<file path="src/rtl/riscv_pkg.sv">
// Shared RV32I decode types: opcodes, immediate/ALU selectors, ID-stage states
// and the decoded control bundle carried from decode into the ID register.
package riscv_pkg;

    localparam logic [6:0] OPC_LOAD   = 7'h03;
    localparam logic [6:0] OPC_OP_IMM = 7'h13;
    localparam logic [6:0] OPC_AUIPC  = 7'h17;
    localparam logic [6:0] OPC_STORE  = 7'h23;
    localparam logic [6:0] OPC_OP     = 7'h33;
    localparam logic [6:0] OPC_LUI    = 7'h37;
    localparam logic [6:0] OPC_BRANCH = 7'h63;
    localparam logic [6:0] OPC_JALR   = 7'h67;
    localparam logic [6:0] OPC_JAL    = 7'h6F;

    localparam logic [6:0] F7_BASE = 7'h00;
    localparam logic [6:0] F7_ALT  = 7'h20;

    typedef enum logic [2:0] {
        IMM_I       = 3'd0,
        IMM_S       = 3'd1,
        IMM_B       = 3'd2,
        IMM_U       = 3'd3,
        IMM_J       = 3'd4,
        IMM_SHAMT   = 3'd6,
        IMM_ILLEGAL = 3'd7
    } imm_sel_t;

    typedef enum logic [3:0] {
        ALU_ADD   = 4'd0,
        ALU_SUB   = 4'd1,
        ALU_SLL   = 4'd2,
        ALU_SLT   = 4'd3,
        ALU_SLTU  = 4'd4,
        ALU_XOR   = 4'd5,
        ALU_SRL   = 4'd6,
        ALU_SRA   = 4'd7,
        ALU_OR    = 4'd8,
        ALU_AND   = 4'd9,
        ALU_PASSB = 4'd10
    } alu_op_t;

    typedef enum logic [1:0] {
        ST_EMPTY  = 2'd0,
        ST_FULL   = 2'd1,
        ST_HAZARD = 2'd2
    } id_state_t;

    typedef struct packed {
        logic [4:0] rs1;
        logic [4:0] rs2;
        logic [4:0] rd;
        alu_op_t    alu_op;
        imm_sel_t   imm_sel;
        logic       use_imm;
        logic       reg_write;
        logic       mem_read;
        logic       mem_write;
        logic       branch;
        logic       jump;
        logic       illegal;
    } ctrl_t;

    localparam ctrl_t CTRL_CLEAR = '0;

    // Only the two base-ISA funct7 encodings are legal for R-type and shifts.
    function automatic logic funct7_ok(input logic [6:0] f7);
        return (f7 == F7_BASE) || (f7 == F7_ALT);
    endfunction

endpackage

</file>
<file path="src/rtl/rv_decoder.sv">
// Combinational RV32I decoder: instruction word to control bundle, plus which
// source registers the instruction actually reads (for load-use detection).
module rv_decoder
    import riscv_pkg::*;
(
    input  logic [31:0] instr,
    output ctrl_t       ctrl,
    output logic        rs1_used,
    output logic        rs2_used
);

    logic [6:0] opcode;
    logic [2:0] funct3;
    logic [6:0] funct7;
    logic       bad;

    assign opcode = instr[6:0];
    assign funct3 = instr[14:12];
    assign funct7 = instr[31:25];

    always_comb begin
        ctrl         = CTRL_CLEAR;
        ctrl.rs1     = instr[19:15];
        ctrl.rs2     = instr[24:20];
        ctrl.rd      = instr[11:7];
        rs1_used     = 1'b0;
        rs2_used     = 1'b0;
        bad          = 1'b0;
        case (opcode)
            OPC_LOAD: begin
                ctrl.use_imm   = 1'b1;
                ctrl.reg_write = 1'b1;
                ctrl.mem_read  = 1'b1;
                rs1_used       = 1'b1;
            end
            OPC_STORE: begin
                ctrl.imm_sel   = IMM_S;
                ctrl.use_imm   = 1'b1;
                ctrl.mem_write = 1'b1;
                rs1_used       = 1'b1;
                rs2_used       = 1'b1;
            end
            OPC_BRANCH: begin
                ctrl.imm_sel = IMM_B;
                ctrl.alu_op  = ALU_SUB;
                ctrl.branch  = 1'b1;
                rs1_used     = 1'b1;
                rs2_used     = 1'b1;
            end
            OPC_LUI: begin
                ctrl.imm_sel   = IMM_U;
                ctrl.alu_op    = ALU_PASSB;
                ctrl.use_imm   = 1'b1;
                ctrl.reg_write = 1'b1;
            end
            OPC_AUIPC: begin
                ctrl.imm_sel   = IMM_U;
                ctrl.use_imm   = 1'b1;
                ctrl.reg_write = 1'b1;
            end
            OPC_JAL: begin
                ctrl.imm_sel   = IMM_J;
                ctrl.use_imm   = 1'b1;
                ctrl.reg_write = 1'b1;
                ctrl.jump      = 1'b1;
            end
            OPC_JALR: begin
                ctrl.use_imm   = 1'b1;
                ctrl.reg_write = 1'b1;
                ctrl.jump      = 1'b1;
                rs1_used       = 1'b1;
            end
            OPC_OP: begin
                ctrl.reg_write = 1'b1;
                rs1_used       = 1'b1;
                rs2_used       = 1'b1;
                bad            = !funct7_ok(funct7);
                case (funct3)
                    3'd0:    ctrl.alu_op = (funct7 == F7_ALT) ? ALU_SUB : ALU_ADD;
                    3'd1:    ctrl.alu_op = ALU_SLL;
                    3'd2:    ctrl.alu_op = ALU_SLT;
                    3'd3:    ctrl.alu_op = ALU_SLTU;
                    3'd4:    ctrl.alu_op = ALU_XOR;
                    3'd5:    ctrl.alu_op = (funct7 == F7_ALT) ? ALU_SRA : ALU_SRL;
                    3'd6:    ctrl.alu_op = ALU_OR;
                    default: ctrl.alu_op = ALU_AND;
                endcase
            end
            OPC_OP_IMM: begin
                ctrl.use_imm   = 1'b1;
                ctrl.reg_write = 1'b1;
                rs1_used       = 1'b1;
                case (funct3)
                    3'd0: ctrl.alu_op = ALU_ADD;
                    3'd1: begin
                        ctrl.imm_sel = IMM_SHAMT;
                        ctrl.alu_op  = ALU_SLL;
                        bad          = (funct7 != F7_BASE);
                    end
                    3'd2: ctrl.alu_op = ALU_SLT;
                    3'd3: ctrl.alu_op = ALU_SLTU;
                    3'd4: ctrl.alu_op = ALU_XOR;
                    3'd5: begin
                        ctrl.imm_sel = IMM_SHAMT;
                        ctrl.alu_op  = (funct7 == F7_ALT) ? ALU_SRA : ALU_SRL;
                        bad          = !funct7_ok(funct7);
                    end
                    3'd6:    ctrl.alu_op = ALU_OR;
                    default: ctrl.alu_op = ALU_AND;
                endcase
            end
            default: bad = 1'b1;
        endcase

        // Illegal encodings still issue so EX can trap, but must not side-effect.
        if (bad) begin
            ctrl.imm_sel   = IMM_ILLEGAL;
            ctrl.illegal   = 1'b1;
            ctrl.reg_write = 1'b0;
            ctrl.mem_read  = 1'b0;
            ctrl.mem_write = 1'b0;
            ctrl.branch    = 1'b0;
            ctrl.jump      = 1'b0;
        end
    end

endmodule

</file>
<file path="src/rtl/id_stage.sv">
// Registered decode stage: valid/ready handshake on both sides, one-cycle
// load-use bubble, synchronous flush back to an empty NOP-holding register.
module id_stage
    import riscv_pkg::*;
#(
    parameter logic [31:0] NOP_INSTR = 32'h0000_0013
) (
    input  logic        clk,
    input  logic        rst,
    input  logic        if_valid,
    output logic        if_ready,
    input  logic [31:0] if_instr,
    input  logic [31:0] if_pc,
    input  logic        flush,
    output logic        id_valid,
    input  logic        ex_ready,
    output logic [31:0] id_instr,
    output logic [31:0] id_pc,
    output logic [2:0]  id_imm_sel,
    output logic [4:0]  id_rs1,
    output logic [4:0]  id_rs2,
    output logic [4:0]  id_rd,
    output logic [3:0]  id_alu_op,
    output logic        id_use_imm,
    output logic        id_reg_write,
    output logic        id_mem_read,
    output logic        id_mem_write,
    output logic        id_branch,
    output logic        id_jump,
    output logic        id_illegal
);

    id_state_t state, state_next;
    ctrl_t     dec, held;
    logic      dec_rs1_used, dec_rs2_used;
    logic      in_xfer, out_xfer, hazard, capture;

    rv_decoder u_dec (
        .instr    (if_instr),
        .ctrl     (dec),
        .rs1_used (dec_rs1_used),
        .rs2_used (dec_rs2_used)
    );

    // Incoming instruction reads the destination of the load being issued.
    assign hazard = held.mem_read && (held.rd != 5'd0) &&
                    ((dec_rs1_used && (dec.rs1 == held.rd)) ||
                     (dec_rs2_used && (dec.rs2 == held.rd)));

    assign in_xfer  = if_valid && if_ready;
    assign out_xfer = id_valid && ex_ready;
    assign capture  = in_xfer && !flush;

    always_comb begin
        state_next = state;
        if_ready   = 1'b0;
        id_valid   = 1'b0;
        case (state)
            ST_EMPTY: begin
                if_ready = 1'b1;
                if (in_xfer) state_next = ST_FULL;
            end
            ST_FULL: begin
                id_valid = 1'b1;
                if_ready = ex_ready;
                if (out_xfer) begin
                    if (in_xfer) state_next = hazard ? ST_HAZARD : ST_FULL;
                    else         state_next = ST_EMPTY;
                end
            end
            ST_HAZARD: state_next = ST_FULL;
            default:   state_next = ST_EMPTY;
        endcase
        if (flush) state_next = ST_EMPTY;
        if (rst)   if_ready   = 1'b0;
    end

    always_ff @(posedge clk or posedge rst) begin
        if (rst) begin
            state    <= ST_EMPTY;
            id_instr <= NOP_INSTR;
            id_pc    <= 32'd0;
            held     <= CTRL_CLEAR;
        end else begin
            state <= state_next;
            if (flush) begin
                id_instr <= NOP_INSTR;
                held     <= CTRL_CLEAR;
            end else if (capture) begin
                id_instr <= if_instr;
                id_pc    <= if_pc;
                held     <= dec;
            end
        end
    end

    assign id_imm_sel   = held.imm_sel;
    assign id_rs1       = held.rs1;
    assign id_rs2       = held.rs2;
    assign id_rd        = held.rd;
    assign id_alu_op    = held.alu_op;
    assign id_use_imm   = held.use_imm;
    assign id_reg_write = held.reg_write;
    assign id_mem_read  = held.mem_read;
    assign id_mem_write = held.mem_write;
    assign id_branch    = held.branch;
    assign id_jump      = held.jump;
    assign id_illegal   = held.illegal;

endmodule

</file>
<file path="config.mk">
export PLATFORM = sky130hd
export DESIGN_NAME = id_stage
export DESIGN_NICKNAME = d
export VERILOG_FILES = /design/src/rtl/riscv_pkg.sv /design/src/rtl/rv_decoder.sv /design/src/rtl/id_stage.sv
export SDC_FILE = /design/constraint.sdc
export NUM_CORES = 1
export LEC_CHECK = 0
export CAP_MARGIN = 15
export CELL_PAD_IN_SITES_DETAIL_PLACEMENT = 1
export CELL_PAD_IN_SITES_GLOBAL_PLACEMENT = 1
export CORE_MARGIN = 3
export CORE_UTILIZATION = 34
export CTS_BUF_LIST = sky130_fd_sc_hd__clkbuf_8
export DETAILED_ROUTE_END_ITERATION = 7
export GPL_TIMING_DRIVEN = 0
export HOLD_SLACK_MARGIN = 0.12
export PLACE_DENSITY = 0.82
export SYNTH_ARGS = -nofsm -noshare
export SYNTH_HDL_FRONTEND = slang
export SYNTH_HIERARCHICAL = 1
export SYNTH_SLANG_ARGS = --single-unit
</file>
<file path="constraint.sdc">
create_clock -name clk -period 3.3 [get_ports clk]
set_clock_uncertainty 0.1 [all_clocks]
set_input_delay 0.33 -clock clk [delete_from_list [all_inputs] [get_ports clk]]
set_output_delay 0.33 -clock clk [all_outputs]
set_load 0.02 [all_outputs]
</file>
==> results, run 1 <==
- The run finished with clean final reports.
- For this run, the number of standard cells in the final layout without fillers is about 800.
- The root buffer selected by CTS is clkbuf_8.
- The fraction of layout cells with a size suffix above 1 is 8.83%.
- The routed wire length is 15.1 mm.
- The clock tree from TritonCTS is built.
- The areal power density over the cells is about 470 mW/mm^2.
- Relative to the synthesized area, the layout overhead comes to 48.8%.
- The storage element area is around 0.0024 mm^2.
- The remaining routing DRC violations is 0.
- The floorplan step set the die width to ~120 um.
- The data arrival time of the critical path is around 2.5 ns.
- The total of hold buffers inserted after clock tree synthesis is 0.
- During I/O placement, the number of pins put on the boundary was ~160.
- The number of buffers between clock root and the deepest sink is 2.
- The post-route worst hold slack is just under 0.3 ns.
- The overall die area is 0.0142 mm^2.
- Setup slack on the worst reg-to-reg path comes out at 1.35 ns.
- The row count is 40.
- The path depth of the worst reg2reg path is 5.
- Clock-pin slew was measured on the worst setup and hold paths at ~0.090 ns.
- The number of H-tree branching levels is 3.
- The destination of the worst register-to-register timing path is id_pc[20]$_DFFE_PP0P_.
- The floorplan step set the die height to roughly 120 um.
- In the global route stage, overall resource usage came out at between 20 and 25%.
- The slew at the pin closest to its max-slew limit is about 0.63 ns.
- Summing all multi-input logic gate instances after layout gives about 0.0017 mm^2.
- At the later pin of the worst-skew pair, clock insertion delay measures around 0.37 ns.
- The library cells used most frequently in the layout, excluding fill and tap cells, are clkdlybuf4s50_1, nand2_1, dfrtp_1.
- The synthesized netlist occupies a cell area of approximately 0.0044 mm^2.
- The final antenna diode count is 0.
- The wire length of the first global-routing pass is between 20 and 25 mm.
- STA puts the critical path data required time at ~2.9 ns.
- The final number of hold-violating endpoints was 0.
- The worst setup path is launched from a primary input.
- The initial utilization of the core area, before any placement, comes to between 30% and 40%.
- Setup repair after global routing left no endpoint under its margin.
- The initial antenna violation count is 0.
- The source of the critical timing path is rst.
- The pin count of the biggest net entering global routing is between 40 and 50.
- The average wire length per cell after detail routing is approximately 19 um.
- The standard cell core area is around 0.012 mm^2.
- The path type of the worst setup path is primary input to output port.
- The most critical setup path has its endpoint at if_ready.
- The number of distinct standard cells referenced by the synthesized netlist is 43.
- The average cell area after synthesis is between 9 and 10 um^2.
- The startpoint identified for the worst register-to-register timing path is state[1]$_DFFE_PP0P_.
- The total grt overflow is 0.
- At the end of the flow, the number of nets in the layout was between 600 and 700.
- The worst pin sits at a relative slew slack of around three fifths.
- Once detail routing completed, the nets flagged for antenna violations numbered 0.
- The instance count after placement with tap cells included is between 700 and 800.
- The max-slew violation total from the final report came to 0.
- The worst hold path belongs to the class primary input to asynchronous set/reset pin.
- The detailed-route vias per instance is approximately 5.0.
- For this block, the initial DRC count from the detailed router was ~110.
- The post-cts sizing count is 0.
- The number of flip-flops and latches in the synthesized netlist is between 90 and 100.
- Buffers added to address setup during post-CTS repair amount to 0.
- For this design, the sink count on the clock tree is 95.
- The largest fanout on the critical path is 33.
- The leakage power is around 0.0026 uW.
- The via count is between 4000 and 5000.
- The number of clock buffers added by TritonCTS is 9.
- The maximum frequency from static timing analysis is about 340 MHz.
- Yosys printed 6 warnings.
- For this run, the register share of the synthesized area comes to ~55%.
- The via count of the first global-routing pass is around 4400.
- The number of filler instances in the final layout is 1395.
- The final setup violation count is 0.
- The first TritonRoute pass finished after 4 iterations.
- The weighted congestion at the end of routability-driven global placement is about 0.82.
- The tool flagged a number of max-cap violations equal to 0.
- The detailed placement HPWL is roughly 12 mm.
- The synthesized instance count is 453.
- VDD sags by at most between 0.00015 and 0.0002 V.
- The most common library cell in the layout ignoring fill and taps is clkdlybuf4s50_1.
- The worst path uses roughly 90% of the clock period.
- The type of destination of the critical path is an output port.
- The synthesized net count is ~520.
- The count of buffers inserted at the top-level ports is between 150 and 200.
- The clock period could shrink to 2.90 ns.
- Cells fill between 50% and 60% of the core in the end.
-- power by group --
| part | switching [uW] | internal [uW] | total (uW) |
|---|---|---|---|
| clock | 423 | 522 | 945 |
| sequential | 65.0 | 1280 | 1340 |
| combinational | 389 | 373 | 762 |
| total | 877 | 2170 | 3050 |
-- registers in the layout, indices dropped and copies added, names as in the netlist, 2 cells and up --
register and count:
id_pc 32, id_instr 32, state 2, id_rs1 5
id_rs2 5, id_rd 5, id_imm_sel 3, id_alu_op 4
-- kinds of logic (layout without fill, tap and decap cells) --
group           after synthesis  after routing  share of synthesized area (%)
simple gates                179            179                           17.4
flops                        95             95                           54.5
compound gates               87             87                           11.6
buf+inv                      50            231                           6.16
mux                          32             32                           8.25
xor+xnor                     10             10                           2.01
-- per-layer routing --
layer / track usage (%) / part of all wire [%] / vias up
met4: 4.37 / 0.62 / 0
met3: 5.79 / 5.9 / 7
met1: 26.7 / 43 / 2010
li1: - / - / 1860
met5: 0 / 0 / -
met2: 37.4 / 50 / 143
-- cell type report --
type / count / share of cell area, %
multi-input cells: 308 / 26.4
flip-flops and latches: 95 / 36.6
well taps: 168 / 3.24
inverters: 5 / 0.347
clock buffers: 10 / 2.12
clock inverters: 6 / 1.68
plain buffers: 45 / 3.85
repair buffers: 165 / 25.7
-- worst min path at each step --
stage                     slack [ns]  cells after the start                        to
after floorplan                 0.34                      2   id_instr[0]$_DFFE_PP1P_
after global placement          0.37                      1     id_pc[19]$_DFFE_PP0P_
after detailed placement        0.38                      1     id_pc[28]$_DFFE_PP0P_
after CTS                       0.29                      2     id_pc[21]$_DFFE_PP0P_
after global routing            0.34                      2  id_instr[18]$_DFFE_PP0P_
final                           0.29                      2     id_pc[24]$_DFFE_PP0P_
-- critical path, stage by stage --
cell and delay [ns]:
clkdlybuf4s50_1 0.51, clkinvlp_4 0.52, buf_12 0.41, o211a_1 0.15, clkdlybuf4s50_1 0.54
-- stage by stage --
| stage | power [uW] | worst slack, ns | setup TNS, ns | area [um^2] |
|---|---|---|---|---|
| global route | 3180 | 0.195 | 0 | 6500 |
| floorplan | 1710 | 0.274 | 0 | 4370 |
| CTS | 3090 | 0.338 | 0 | 6500 |
| global placement | 2090 | -1.19 | -106.85 | 6210 |
| detailed placement | 2140 | 0.254 | 0 | 6250 |
| finish | 3050 | 0.399 | 0 | 6500 |
-- Yosys cell counts (all sizes together) --
| cell type | count | area [um^2] |
|---|---|---|
| nor2b | 2 | 12.5 |
| nand4 | 3 | 18.8 |
| o2111a | 1 | 11.3 |
| nor3 | 6 | 30.0 |
| a31oi | 1 | 6.26 |
| dfstp | 3 | 78.8 |
| nor4 | 2 | 12.5 |
| and3b | 1 | 8.76 |
| nand3 | 1 | 5.00 |
| and3 | 2 | 12.5 |
| a2111o | 1 | 11.3 |
| mux2 | 32 | 360 |
| a2111oi | 1 | 8.76 |
| or4 | 2 | 18.8 |
| o22ai | 2 | 12.5 |
| nand3b | 4 | 30.0 |
| a21oi | 64 | 320 |
| or3 | 1 | 6.26 |
| o2111ai | 1 | 26.3 |
| dfrtp | 92 | 2300 |
| o31ai | 1 | 7.51 |
| inv | 5 | 18.8 |
| nor2 | 17 | 66.3 |
| o22a | 1 | 8.76 |
| nand2 | 133 | 499 |
| a211oi | 2 | 15.0 |
| a221oi | 1 | 8.76 |
| nand2b | 4 | 32.5 |
| clkbuf | 18 | 67.6 |
| nor3b | 1 | 7.51 |
| xnor2 | 10 | 87.6 |
| a21boi | 1 | 7.51 |
| buf | 27 | 183 |
| o311ai | 2 | 17.5 |
| o21ai | 7 | 35.0 |
| o211a | 1 | 10.0 |
Note: power is estimated with default switching activity, not from simulation.
==> run 2: changes to the inputs <==
--- a/config.mk
+++ b/config.mk
@@ -5,16 +5,18 @@
 export SDC_FILE = /design/constraint.sdc
 export NUM_CORES = 1
 export LEC_CHECK = 0
+export ABC_AREA = 1
 export CAP_MARGIN = 15
 export CELL_PAD_IN_SITES_DETAIL_PLACEMENT = 1
 export CELL_PAD_IN_SITES_GLOBAL_PLACEMENT = 1
 export CORE_MARGIN = 3
-export CORE_UTILIZATION = 34
+export CORE_UTILIZATION = 33
 export CTS_BUF_LIST = sky130_fd_sc_hd__clkbuf_8
 export DETAILED_ROUTE_END_ITERATION = 7
 export GPL_TIMING_DRIVEN = 0
 export HOLD_SLACK_MARGIN = 0.12
-export PLACE_DENSITY = 0.82
+export PLACE_DENSITY = 0.81
+export SETUP_SLACK_MARGIN = 0.05
 export SYNTH_ARGS = -nofsm -noshare
 export SYNTH_HDL_FRONTEND = slang
 export SYNTH_HIERARCHICAL = 1
==> run 2 against run 1 <==
Maximum frequency shrank 4.2%. Synthesized area is 1.2% lower. Setup slack worse by 0.13 ns. Critical path depth stayed put. Sequential share of layout area rose by 0.49 points. Cell area fell by 1.3%. Total power down 6.4%. Largest power group unchanged.
==> results, run 2 <==
- The worst setup path is captured at an output port.
- The startpoint kind of the worst setup timing path is a primary input.
- The post-layout instance count excluding filler cells was 819 (+2.1%).
- The standard cell core area is 0.0127 mm^2 (+3.8%).
- The required time of the worst setup path is 2.87 ns (about the same).
- Among all flip-flop cells after synthesis, the most frequent one is dfrtp_1.
- The overall die area is 0.0145 mm^2 (+1.7%).
- The row count is 41 (+2.5%).
- The cell occurring most often along the worst timing path is clkdlybuf4s50_1.
- After synthesis, the largest family of logic cells by area is simple AND/OR/NAND/NOR gates.
- The area share of xor/xnor cells in the synthesized design is 0% (-2.0 points).
- The total I/O pin count came to 164 (unchanged).
- The number of flip-flops and latches in the synthesized netlist is 95 (unchanged).
- The clock sink total is 95 (unchanged).
- The sequential share of the synthesized area is 55.2% (+0.68 points).
- The worst setup path is of the primary input to output port kind.
- In the final layout, the registers with the most flip-flops are id_instr: 32 flops, id_pc: 32 flops.
- The synthesized instance count came to 466 (+2.9%).
- The detailed placement HPWL is 11.1 mm (-6.0%).
- The cell with the largest stage delay on the worst path is clkinvlp_4.
- The final antenna diode count is 0 (unchanged).
- The number of DRC markers in iteration 0 is 133 (+24%).
- The post-route standard cell area excluding fillers was 0.00641 mm^2 (-1.3%).
- The critical path starts at rst.
- The data arrival time of the critical path came to 2.60 ns (+0.13 ns).
- The total grt overflow is 0 (unchanged).
- The worst-case setup margin in the final layout is 0.272 ns (-0.127 ns).
- The area of the mapped netlist is 0.00431 mm^2 (-1.2%).
- The via count came to 3888 (-3.3%).
- The share of flip-flops with an asynchronous set or reset came to 100% (unchanged).
- The headroom to the max-slew limit is 53.6% (-4.6 points).
- The top-area cell type share of the netlist area came to 53.4% (+0.66 points).
- The routed wire length is 14.2 mm (-6.2%).
- The placed cell area is 0.00620 mm^2 (-0.78%).
- The share of the clock period used by the worst path after layout is 91.8% (+3.8 points).
- The overall fraction of global-route tracks in use came to 20.1% (-1.3 points).
- The total of hold buffers inserted after clock tree synthesis is 0 (unchanged).
- The starting utilization of the core area is 33.9% (-1.7 points).
- The longest individual stage delay on the worst path was 0.58 ns (+0.04 ns).
- The worst hold path belongs to the class primary input to asynchronous set/reset pin.
- The commonest cells after synthesis are nand2_1, dfrtp_1, a22o_1.
- The top cell types in the final layout, fill and taps aside, are clkdlybuf4s50_1, nand2_1, dfrtp_1.
- The number of buffers created by CTS was 9 (unchanged).
- Setup repair after global routing left no endpoint under its margin.
- The mux share of post-synthesis cell area was 0% (-8.3 points).
- The biggest area contributor in the post-synthesis netlist is dfrtp_1.
- TritonCTS built the clock tree.
- The pin count of the biggest net entering global routing came to 39 (-7.1%).
- The areal power density over the cells is 445 mW/mm^2 (-5.1%).
- The post-synthesis to final-layout area growth is 48.7% (about the same).
- The adder-cell area share of the yosys netlist is 0% (unchanged).
- The number of H-tree branching levels is 3 (unchanged).
- The placement-stage worst setup slack came to 0.119 ns (-0.135 ns).
- The synthesized net count was 535 (+2.5%).
- The leakage power was 0.00303 uW (+15%).
- The via count of the first global-routing pass was 4377 (-0.66%).
- The remaining routing DRC violations came to 0 (unchanged).
- The worst register-to-register path begins at state[0]$_DFFE_PP0P_.
- The path depth of the worst reg2reg path is 6 (+1).
- The initial antenna violation count is 0 (unchanged).
- The simple-gate share of the synthesized area was 22.7% (+5.2 points).
- The width of the die was 120 um (+0.83%).
- The post-cts sizing count is 0 (unchanged).
- The root buffer selected by CTS is clkbuf_8.
- The number of distinct standard cells referenced by the synthesized netlist is 30 (-30%).
- The wire length of the first global-routing pass was 22.9 mm (-5.1%).
- The number of setup buffers added after CTS is 0 (unchanged).
- The clock transition time at the flip-flop clock pins of the worst setup and hold paths is 0.10 ns (about the same).
- The insertion delay to the later sink of the worst-skew pair is 0.38 ns (about the same).
- The final number of hold-violating endpoints was 0 (unchanged).
- The final setup violation count came to 0 (unchanged).
- Ranked by total cell area, the synthesized netlist is headed by dfrtp_1, nand2_1, a22o_1.
- The number of buffers between clock root and the deepest sink is 2 (unchanged).
- The max-slew violation total from the final report is 0 (unchanged).
- The yosys synthesis warning count is 6 (unchanged).
- The compound-gate portion of the synthesized area came to 13.1% (+1.5 points).
- The detailed-route vias per instance is 4.75 (-5.3%).
- The count of flip-flops with a built-in enable after synthesis is 0 (unchanged).
- The net count of the finished layout was 711 (+1.9%).
- The maximum frequency from static timing analysis is 330 MHz (-4.2%).
- The flow ran to the end, and the final reports show no timing, DRC or antenna violations.
- The most common cell in the synthesized netlist is nand2_1.
- The shortest period the worst path allows is 3.03 ns (+0.127 ns).
- The overall die height is 120 um (+0.83%).
- The weighted congestion at the end of routability-driven global placement is 0.855 (+4.9%).
- The average cell area after synthesis came to 9.25 um^2 (-4.0%).
- The signal on the critical path passes through clkdlybuf4s50_1 -> clkinvlp_4 -> buf_12 -> and2_1 -> clkdlybuf4s50_1.
- The slew at the pin closest to its max-slew limit was 0.694 ns (+0.0690 ns).
- The count of TritonRoute iterations in the first routing pass is 4 (unchanged).
- The number of routed nets with antenna violations came to 0 (unchanged).
- The fraction of layout cells with a size suffix above 1 is 12.4% (+3.5 points).
- The average wire length per cell after detail routing is 17.3 um (-8.1%).
- The most common library cell in the layout ignoring fill and taps is clkdlybuf4s50_1.
- The maximum vdd ir drop is 0.000259 V (+63%).
- The number of maximum-capacitance violations was 0 (unchanged).
- The instance count after placement with tap cells included is 803 (+2.2%).
- The largest fanout on the critical path is 38 (+15%).
- The count of buffers inserted at the top-level ports was 163 (unchanged).
## run 2: path summary, 6_finish.rpt
| kind | endpoint | slack [ns] |
|---|---|---|
| worst max-delay path | if_ready | 0.27 |
| worst min-delay path | id_instr[27]$_DFFE_PP0P_ | 0.32 |
| worst max register to register | id_instr[16]$_DFFE_PP0P_ | 1.54 |
| worst min register to register | id_pc[31]$_DFFE_PP0P_ | 0.38 |
| max in group asynchronous | id_instr[4]$_DFFE_PP1P_ | 2.10 |
| min in group clk | id_pc[31]$_DFFE_PP0P_ | 0.38 |
## run 2: power by group
part / total [uW] / internal (uW) / leakage (uW) / switching, uW
Clock: 814 / 390 / 0.000103 / 424
Sequential: 1330 / 1270 / 0.00125 / 62.3
Combinational: 710 / 341 / 0.00168 / 369
Total: 2850 / 2000 / 0.00303 / 855
## run 2: cell families (layout without fill, tap and decap cells)
family / Yosys count / in the layout
buffers and inverters: 70 / 251
AO/OA/AOI/OAI: 73 / 73
AND/OR/NAND/NOR: 228 / 228
flip-flops: 95 / 95
## run 2: final cells by class
cell class                      instances  area [um^2]
Fill cell                            1529         6310
Sequential cell                        95         2380
Timing Repair Buffer                  165         1670
Multi-Input combinational cell        301         1540
Buffer                                 34          254
Tap cell                              172          215
Clock buffer                           11          151
Inverter                               36          139
Clock inverter                          5         57.6
## run 2: through the flow
step | hold WS, ns | power, uW | util [%] | TNS (ns)
after floorplan | 0.347 | 1670 | - | 0
after global placement | 0.352 | 2040 | 48.4 | -94.02
after detailed placement | 0.357 | 2070 | 48.8 | 0
after CTS | 0.329 | 2890 | 50.4 | 0
after global routing | 0.354 | 3000 | 50.4 | 0
final | 0.318 | 2850 | 50.4 | 0
## run 2: per-layer routing
metal / vias to the layer above / routed length (um) / part of all wire [%] / GRT usage, %
li1: 1854 / - / - / -
met1: 1900 / 5960 / 42 / 24.2
met2: 115 / 7010 / 49 / 34.6
met3: 19 / 966 / 6.8 / 5.85
met4: 0 / 266 / 1.9 / 7.01
met5: - / 0 / 0 / 0
## run 2: critical path: cells and delay by family
family | cells | cell delay [ns]
buf+inv | 4 | 2.06
simple gates | 1 | 0.18
